`src/rtl/ntt_stream_ctrl.sv`:
```
// Streams one polynomial from source RAM into an NTT core, then collects the
// transformed coefficients into result RAM, with timeout and protocol checking.
module ntt_stream_ctrl #(
   parameter int N       = 256,
   parameter int DW      = 32,
   parameter int TIMEOUT = 4096,
   localparam int AW     = $clog2(N)
) (
   input  logic          ntt_clk_i,
   input  logic          ntt_rst_i,
   input  logic          start_i,
   input  logic [1:0]    mode_i,
   output logic [AW-1:0] src_addr_o,
   input  logic [DW-1:0] src_rdata_i,
   output logic          dst_we_o,
   output logic [AW-1:0] dst_addr_o,
   output logic [DW-1:0] dst_wdata_o,
   output logic          ntt_we_o,
   output logic [31:0]   ntt_addr_o,
   output logic [DW-1:0] ntt_wdata_o,
   input  logic          ntt_rvalid_i,
   input  logic [DW-1:0] ntt_rdata_i,
   output logic          busy_o,
   output logic          done_o,
   output logic [1:0]    err_o,
   output logic [31:0]   cycles_o
);

   typedef enum logic [2:0] {
      IDLE,
      CFG,
      LOAD,
      WAIT,
      DRAIN,
      DONE,
      ERR
   } state_t;

   state_t        state;
   logic [AW-1:0] beat_cnt;
   logic [AW-1:0] res_cnt;
   logic [31:0]   idle_cnt;
   logic [DW-1:0] cfg_wdata;
   logic          collecting;
   logic          counting;
   logic          spurious;

   assign collecting = (state == WAIT) || (state == DRAIN);
   assign counting   = (state == CFG) || (state == LOAD) || collecting;
   assign spurious   = ntt_rvalid_i && ((state == IDLE) || (state == CFG) || (state == LOAD));

   // Result beats go straight to the result RAM; a beat in the reset cycle is dropped.
   assign dst_we_o    = collecting && ntt_rvalid_i && !ntt_rst_i;
   assign dst_addr_o  = res_cnt;
   assign dst_wdata_o = ntt_rdata_i;

   // Source data arrives one cycle after its address, so LOAD forwards it unregistered.
   assign ntt_wdata_o = (state == LOAD) ? src_rdata_i : cfg_wdata;

   // Single controller: state, counters and all registered outputs.
   always_ff @(posedge ntt_clk_i) begin
      if (ntt_rst_i) begin
         state      <= IDLE;
         beat_cnt   <= '0;
         res_cnt    <= '0;
         idle_cnt   <= '0;
         cfg_wdata  <= '0;
         src_addr_o <= '0;
         ntt_we_o   <= 1'b0;
         ntt_addr_o <= '0;
         busy_o     <= 1'b0;
         done_o     <= 1'b0;
         err_o      <= 2'b00;
         cycles_o   <= '0;
      end else begin
         done_o <= 1'b0;
         if (counting && (cycles_o != 32'hFFFF_FFFF)) begin
            cycles_o <= cycles_o + 32'd1;
         end

         case (state)
            IDLE, ERR: begin
               if (start_i) begin
                  state      <= CFG;
                  beat_cnt   <= '0;
                  res_cnt    <= '0;
                  idle_cnt   <= '0;
                  cfg_wdata  <= DW'(mode_i);
                  src_addr_o <= '0;
                  ntt_we_o   <= 1'b1;
                  ntt_addr_o <= 32'h4;
                  busy_o     <= 1'b1;
                  err_o      <= 2'b00;
                  cycles_o   <= '0;
               end
            end

            CFG: begin
               state      <= LOAD;
               cfg_wdata  <= '0;
               ntt_addr_o <= '0;
               src_addr_o <= AW'(1);
            end

            LOAD: begin
               beat_cnt   <= beat_cnt + AW'(1);
               src_addr_o <= src_addr_o + AW'(1);
               if (beat_cnt == AW'(N - 1)) begin
                  state      <= WAIT;
                  ntt_we_o   <= 1'b0;
                  src_addr_o <= '0;
                  idle_cnt   <= '0;
               end
            end

            WAIT, DRAIN: begin
               if (ntt_rvalid_i) begin
                  idle_cnt <= '0;
                  res_cnt  <= res_cnt + AW'(1);
                  state    <= DRAIN;
                  if (res_cnt == AW'(N - 1)) begin
                     state  <= DONE;
                     busy_o <= 1'b0;
                     done_o <= 1'b1;
                  end
               end else if (idle_cnt == 32'(TIMEOUT - 1)) begin
                  state    <= ERR;
                  busy_o   <= 1'b0;
                  err_o[0] <= 1'b1;
               end else begin
                  idle_cnt <= idle_cnt + 32'd1;
               end
            end

            DONE: begin
               state <= IDLE;
            end

            default: begin
               state <= IDLE;
            end
         endcase

         if (spurious) begin
            err_o[1] <= 1'b1;
         end
      end
   end

endmodule

```
`config.mk`:
```
export PLATFORM = sky130hd
export DESIGN_NAME = ntt_stream_ctrl
export DESIGN_NICKNAME = d
export VERILOG_FILES = /design/src/rtl/ntt_stream_ctrl.sv
export SDC_FILE = /design/constraint.sdc
export NUM_CORES = 1
export LEC_CHECK = 0
export ABC_AREA = 1
export BUFFER_PORTS_ARGS = -buffer_cell sky130_fd_sc_hd__buf_2
export CAP_MARGIN = 20
export CORE_MARGIN = 10
export CORE_UTILIZATION = 50
export DETAILED_ROUTE_END_ITERATION = 7
export PLACE_DENSITY = 0.79
export SLEW_MARGIN = 20
export SYNTH_ARGS = -nofsm -noshare
export SYNTH_HDL_FRONTEND = slang
export SYNTH_SLANG_ARGS = --single-unit
```
`constraint.sdc`:
```
create_clock -name ntt_clk_i -period 2.44 [get_ports ntt_clk_i]
set_input_delay 0.122 -clock ntt_clk_i [delete_from_list [all_inputs] [get_ports ntt_clk_i]]
set_output_delay 0.122 -clock ntt_clk_i [all_outputs]
set_load 0.05 [all_outputs]
```
# Word level (Yosys, flattened, before mapping)
# Cells that the tools add are included.
[word_totals]
elab_cells = 107
ff_bits = 160
inputBits = 70
output_inout_bits = 150
[op_classes]
eq_ne = 17
add_sub_neg = 5
n_bitwise = 2
n_reduce_logical = 31
n_mux = 39
[ops]
columns = ["cell", "count"]
rows = [
  ["32-bit two-way mux", 10],
  ["32-bit one-hot mux with 2 select lines", 2],
  ["32-bit one-hot mux with 3 select lines", 1],
  ["32-bit by 1-bit adder with 32-bit output, second input constant", 2],
  ["32-bit by 12-bit equality test with 1-bit output, second input constant", 1],
  ["32-bit inequality test, second input constant", 1],
  ["8-bit one-hot mux with 2 select lines", 2],
  ["8-bit by 1-bit adder with 8-bit output, second input constant", 3],
  ["8-bit two-way mux", 3],
  ["8-bit one-hot mux with 3 select lines", 1],
  ["8-bit equality test, second input constant", 2],
  ["3-bit two-way mux", 4],
  ["3-bit one-hot mux with 4 select lines", 1],
  ["4-bit AND reduction", 3],
  ["1-bit two-way mux", 11],
  ["2-bit nonzero test", 5],
  ["3-bit inequality test, second input constant", 3],
  ["3-bit AND reduction", 3],
  ["2-bit inequality test, second input constant", 4],
  ["2-bit AND reduction", 4],
  ["3-bit by 2-bit equality test with 1-bit output, second input constant", 2],
  ["3-bit equality test, second input constant", 2],
  ["1-bit one-hot mux with 2 select lines", 3],
  ["3-bit nonzero test", 2],
  ["10 further kinds", 19],
]

# Longest topological paths before layout
# Gate-level depths: netlist (run 1).
[depth]
word_depth = 7
depth_mapped = 13
mapped_depth_nobuf = 12

# Worst setup path before layout (run 1)
# No wires, ideal clock.
[synth_path]
kind = "reg-to-reg"
startpoint = "register cycles_o[1]"
endpoint = "register cycles_o[26]"
path_slack_ns = 0.302
synth_period_minus_slack_ns = 2.138
stages_incl_launch_ff = 12
setup_time_ns = 0.069
arrival_time_ns = 2.069
cell_sequence = "dfxtp_1 ha_1 nand3_1 nor2_1 inv_2 nor2_4 nand3_4 nand2_2 buf_6 buf_8 nand2_1 a21oi_2"
[synth_between]
elab_chain_cells = 5
[synth_rtl]
columns = ["item", "line", "source"]
rows = [
  ["from (decl)", "26", "output logic [31:0] cycles_o"],
  ["from (signal assigned)", "78", "cycles_o <= cycles_o + 32'd1;"],
  ["parallel branches: the longest is 2 deep, another holds 32-bit by 1-bit adder with 32-bit output", "--", ""],
  ["32-bit two-way mux (*)", "77", "if (counting && (cycles_o != 32'hFFFF_FFFF)) begin"],
  ["32-bit two-way mux", "83", "if (start_i) begin"],
  ["32-bit two-way mux (*)", "81", "case (state)"],
]
# Every way passes the cells marked *.
# A chain may end at the register's enable or synchronous reset.

# Worst setup path in the final report (run 1)
[layout_path]
startpoint = "register idle_cnt[0]"
endpoint = "register idle_cnt[9]"
[layout_between]
elab_chain_cells = 4
[layout_rtl]
columns = ["item", "line", "source"]
rows = [
  ["from (decl)", "42", "logic [31:0] idle_cnt;"],
  ["from (signal assigned)", "131", "idle_cnt <= idle_cnt + 32'd1;"],
  ["32-bit by 1-bit adder with 32-bit output", "131", ""],
  ["32-bit two-way mux", "126", "end else if (idle_cnt == 32'(TIMEOUT - 1)) begin"],
  ["32-bit two-way mux", "117", "if (ntt_rvalid_i) begin"],
  ["32-bit one-hot mux with 3 select lines", "81", ""],
]
# Parallel ways exist; a longest one is shown, timed or not. The select of a mux whose other input is x is not followed.

==> results of run 1 <==
==> state kept, by name (all words and copies together) (netlist names) <==
register / cells
idle_cnt: 32
state: 3
busy_o: 1
ntt_addr_o: 1
done_o: 1
cycles_o: 32
beat_cnt: 8
dst_addr_o: 8
err_o: 2
cfg_wdata: 2
ntt_we_o: 1
src_addr_o: 8
==> synth_stat cells (2+ instances only) <==
cell type and n:
nand4_1 28, a21oi_2 17, xnor2_1 5, a221oi_1 2, a211oi_1 4, nor2_2 3, nand3_1 65, dfxtp_1 99
nand3b_1 8, and3_1 2, ha_1 5, clkbuf_1 16, xor2_1 11, buf_4 64, o21ai_0 25, a21oi_1 67
nor2_1 160, nor2_4 3, a21o_1 2, or2_2 11, buf_6 3, nand2_2 16, o211ai_1 2, inv_1 114
nand3_2 2, nor3_1 24, buf_2 5, inv_2 6, nand2_1 255
==> placed cells by master (no fill, tap or decap), types with 6 or more instances in the layout <==
cell type	n
nand3b_1	8
or2_2	11
nand2_1	255
nand3_1	65
o21ai_0	25
nand4_1	28
clkbuf_16	9
a21oi_1	67
buf_4	7
inv_2	6
nand2_2	16
nor2_1	160
conb_1	31
buf_2	124
inv_1	114
a21oi_2	17
xor2_1	11
dfxtp_1	99
nor3_1	24
==> cell type report <==
type                       instances  area (um^2)
clock buffer                      10          229
clock inverter                     6          119
fill                            1254         5420
inverter                         122          459
multi-input combinational        759         3600
sequential                        99         1980
tap                              172          215
timing repair buffer             132          693
==> worst reg2reg max path: stages (launching register included) <==
cell and delay [ps]:
dfxtp_1 420, ha_2 280, inv_2 60, nor2_4 150, nand3_1 90, nor2_1 90, nand2_1 90, nand2_2 80
nand3_2 200, nand2_2 150, buf_12 190, nand2_1 100, a21oi_1 130
==> layer usage <==
| metal | GRT usage | wire length (um) | up-vias |
|---|---|---|---|
| li1 | - | - | 3389 |
| met1 | 0.225 | 7630 | 2911 |
| met2 | 0.302 | 7640 | 261 |
| met3 | 0.0645 | 1600 | 41 |
| met4 | 0.0895 | 438 | 0 |
| met5 | 0 | 0 | - |
==> path summary, 6_finish.rpt <==
kind                      start             to  slack, ps  cells past startpoint
setup / recovery    idle_cnt[0]    idle_cnt[9]        330                     12
hold / removal        mode_i[1]   cfg_wdata[1]         60                      3
setup reg to reg    idle_cnt[0]    idle_cnt[9]        330                     12
hold reg to reg   ntt_addr_o[2]  ntt_addr_o[2]        460                      2
==> cell families (layout without fill, tap and decap cells) <==
family,Yosys count,count (layout)
simple gates,583,583
buf+inv,213,270
compound gates,124,124
flops,99,99
xor+xnor,16,16
fa+ha+maj,5,5
other cells,1,31
==> where the power goes <==
part           internal (W)  leakage (nW)  total [W]  switching, W
Clock               0.00102         0.169    0.00168      0.000663
Combinational      0.000502          2.26    0.00227       0.00177
Sequential          0.00172         0.801    0.00182     0.0000978
==> through the flow <==
stage	utilization	hold WS [ps]
2_1_floorplan	-	276
3_3_place_gp	0.546	244
3_5_place_dp	0.546	244
4_1_cts	0.574	46.0
5_1_grt	0.574	76.2
6_report	0.574	56.4
==> timing repair <==
item / CTS / global route
setup endpoints to repair: 0 / 13
gates resized for setup: 0 / 1
buffers inserted: 0 / 0
==> results.cfg, run 1 <==
[power_and_ir_drop]
p_per_area_nw_per_um2 = 790
ir_drop_uv = 657
leakage_nw = 3.23
power_w = 0.00577

[setup_path]
worstPathArrival_ps = 2400
slowest_stage = dfxtp_1
path_class = reg -> reg
cpPeakStageDelay_ps = 420
end_kind = flip-flop
critPathTopFamily = simple AND/OR/NAND/NOR gates
path_max_fanout = 29
cp-start-kind = flip-flop
required_ps = 2730
path_cells = ha_2 -> inv_2 -> nor2_4 -> nand3_1 -> nor2_1 -> nand2_1 -> nand2_2 -> nand3_2 -> nand2_2 -> buf_12 -> nand2_1 -> a21oi_1
worst-path-buf-inv = 2

[outcome]
status = finished, final reports clean

[floorplanning]
initial_core_util = 0.516
ios = 220
core_um2 = 12700
die_y_um = 135
rows = 41
die-area_um2 = 18100
chipWidth_um = 135

[yosys]
synth-adder-area-share = 0.00953
synth_compound_area_frac = 0.110
syn-cell-area_um2 = 6570
synth_top_family_by_area = simple AND/OR/NAND/NOR gates
syn_avg_cell_area_um2 = 6.31
synthFlopType = dfxtp_1
synthMuxAreaShare = 0
synth_warnings = 0
async_reset_ff_frac = 0
synth-xor-area-share = 0.0213
synth-simple-area-share = 0.389
synth.distinct_cells = 46
synth.area.top_cells = dfxtp_1, nand2_1, nor2_1
yosys.area.top_type_share = 0.302
synth-edff-count = 0
netlist_instances = 1041
yosysTopAreaCell = dfxtp_1
synth-seq-cells = 99
seq_area_frac_synth = 0.302

[detailed_routing]
drc = 0
vias = 6602
wirelength_um = 17300
ant_nets = 0
dr.pass1.iters = 6
vias_per_cell = 5.08
drt_iter0_drc = 471
wire_per_inst_um = 13.3

[global_route]
grt_pass1_vias = 6257
grtUsageTotal = 0.190
grt_start_max_net_pins = 45
antenna_found_initial = 0
grt_first_pass_wirelength_um = 28900
grt_overflow = 0

[job]
maxCapViolCount = 0

[clock_tree]
clock_latency_ps = 360
clockBufferDepth = 2
cts_num_sinks = 99
path_clk_slew_ps = 70
cts-root-buf = clkbuf_16
htreeDepth = 3
cts_hold_buf = 0
cts_buffers = 9
cts_tree = built

[placement]
place_area_um2 = 6950
pre_cts_slack_ps = 304
port_buffers = 124
dp_hpwl_um = 13200
place_congestion = 0.962
dp_cells = 1284

[timing]
rsz0062_at_grt = false
finalSetupTns_ps = 0
slew_viol_final = 0
fin_crit_sh = 0.866
fmaxAchievable_mhz = 473
worst_slack_ps = 326
setup-violations-final = 0
relSlewSlack = 0.560
worst_slew_pin_slew_ps = 656
clock_skew_ps = 9.18
period_needed_ps = 2110
hold_violations = 0

[final_layout]
syn2layout_area_growth_pct = 11.2
instances_no_fill = 1300
finalInstanceArea_um2 = 7300
nNetsFinal = 1198
drive_gt1_frac = 0.187
diodes = 0

[min_path]
worstHoldPathType = in -> reg
No activity file was read; power rests on OpenSTA's default activity.
==> run 2, diff against run 1 <==
--- a/config.mk
+++ b/config.mk
@@ -7,11 +7,11 @@
 export LEC_CHECK = 0
 export ABC_AREA = 1
 export BUFFER_PORTS_ARGS = -buffer_cell sky130_fd_sc_hd__buf_2
-export CAP_MARGIN = 20
 export CORE_MARGIN = 10
 export CORE_UTILIZATION = 50
 export DETAILED_ROUTE_END_ITERATION = 7
 export PLACE_DENSITY = 0.79
+export RECOVER_POWER = 25
 export SLEW_MARGIN = 20
 export SYNTH_ARGS = -nofsm -noshare
 export SYNTH_HDL_FRONTEND = slang
==> run 2 against run 1 <==
  * Power about the same
  * Clock power about the same
  * Clock skew increased by 1.0 ps
  * Count of clock-buffer cells in the layout unchanged
  * Sequential power about the same
  * First-iteration DRC count decreased by 3.0%
  * Cell count unchanged
  * Cell area decreased by 0.38%
  * Critical path depth unchanged
==> results.cfg, run 2 (synthesized netlist as in run 1, its figures left out) <==
[outcome]
status = finished, final reports clean

[setup_path]
rr_endpoint = idle_cnt[9]
cp-start-kind = flip-flop
path_cells = ha_2 -> inv_2 -> nor2_4 -> nand3_1 -> nor2_1 -> nand2_1 -> nand2_2 -> nand3_2 -> nand2_2 -> buf_12 -> nand2_1 -> a21oi_1
reg2regPathDepth = 12
worstReg2RegStart = idle_cnt[0]
required_ps = 2730
path_max_fanout = 29
path_class = reg -> reg
worstPathArrival_ps = 2400
slowest_stage = dfxtp_1
critPathTopFamily = simple AND/OR/NAND/NOR gates
worst-path-buf-inv = 2
end_kind = flip-flop
cpPeakStageDelay_ps = 420
r2r_slack_ps = 320

[timing]
finalSetupTns_ps = 0
fmaxAchievable_mhz = 472
relSlewSlack = 0.560
worst_slew_pin_slew_ps = 656
period_needed_ps = 2120
setup-violations-final = 0
slew_viol_final = 0
clock_skew_ps = 10.2
worst_slack_ps = 324
whs_ps = 57.3
fin_crit_sh = 0.867
rsz0062_at_grt = false
hold_violations = 0

[floorplanning]
die-area_um2 = 18100
rows = 41
ios = 220
initial_core_util = 0.516
chipWidth_um = 135
core_um2 = 12700
die_y_um = 135

[min_path]
hp-start = mode_i[1]
whs_endpoint = cfg_wdata[1]
min_path_cells = 3
worstHoldPathType = in -> reg

[clock_tree]
path_clk_slew_ps = 70
cts-root-buf = clkbuf_16
cts_tree = built
cts_setup_buffers = 0
htreeDepth = 3
clock_latency_ps = 360
cts_num_sinks = 99
cts_buffers = 9
clockBufferDepth = 2

[global_route]
grt_pass1_vias = 6257
grt_start_max_net_pins = 45
grt_overflow = 0
grtUsageTotal = 0.190
grt_first_pass_wirelength_um = 28900
antenna_found_initial = 0

[detailed_routing]
vias = 6594
vias_per_cell = 5.07
wire_per_inst_um = 13.4
dr.pass1.iters = 5
ant_nets = 0
wirelength_um = 17400
drt_iter0_drc = 457
drc = 0

[power_and_ir_drop]
ir_drop_uv = 658
leakage_nw = 3.14
p_per_area_nw_per_um2 = 792

[final_layout]
nNetsFinal = 1198
layout_common_cells = nand2_1, nor2_1, inv_1, buf_2, dfxtp_1
diodes = 0
layout_commonest_cell = nand2_1
drive_gt1_frac = 0.168
syn2layout_area_growth_pct = 10.7
finish.utilization = 0.572
top_regs = cycles_o: 32 flops, idle_cnt: 32 flops

[placement]
place_congestion = 0.962
pre_cts_slack_ps = 304
port_buffers = 124
dp_hpwl_um = 13200

[job]
maxCapViolCount = 0
[run 2: final cells by class]
type | instances | area [um^2]
clock buffers | 10 | 229
clock inverters | 6 | 119
fillers | 1270 | 5450
inverters | 122 | 459
multi-input cells | 759 | 3600
flip-flops and latches | 99 | 1980
well taps | 172 | 215
repair buffers | 132 | 666
[run 2: worst reg2reg max path, cell delays in order (launching register included)]
cell,delay [ps]
dfxtp_1,420
ha_2,280
inv_2,60
nor2_4,150
nand3_1,90
nor2_1,90
nand2_1,90
nand2_2,80
nand3_2,200
nand2_2,160
buf_12,190
nand2_1,100
a21oi_1,130
[run 2: stage by stage]
step                total power [W]  cells  instance area (um^2)
detailed placement          0.00412   1284                  6950
global placement            0.00411   1284                  6950
CTS                         0.00580   1300                  7300
global route                0.00608   1300                  7270
floorplan                   0.00391   1071                  6680
finish                      0.00576   1300                  7270
[run 2: how the worst max path moves through the flow]
stage	from	to	slack, ps	cells after the start
2_1_floorplan	cycles_o[1]	cycles_o[26]	300	11
3_3_place_gp	idle_cnt[0]	idle_cnt[16]	400	12
3_5_place_dp	idle_cnt[0]	idle_cnt[9]	300	12
4_1_cts	idle_cnt[0]	idle_cnt[9]	280	12
5_1_grt	idle_cnt[0]	idle_cnt[18]	20	12
6_report	idle_cnt[0]	idle_cnt[9]	320	12
[run 2: timing repair]
action	CTS	global route
gates resized for setup	0	1
setup endpoints to repair	0	13
hold buffers	0	0
[run 2: routing by layer]
layer	GRT usage	up-vias	part of all wire
met5	0	-	0
met4	0.0895	0	0.026
met3	0.0645	43	0.089
met2	0.302	252	0.44
met1	0.225	2912	0.45
li1	-	3387	-
[run 2: power by group]
part           switching (W)  internal [W]
Clock               0.000663       0.00102
Sequential         0.0000992       0.00172
Combinational        0.00177      0.000491
Total                0.00253       0.00323
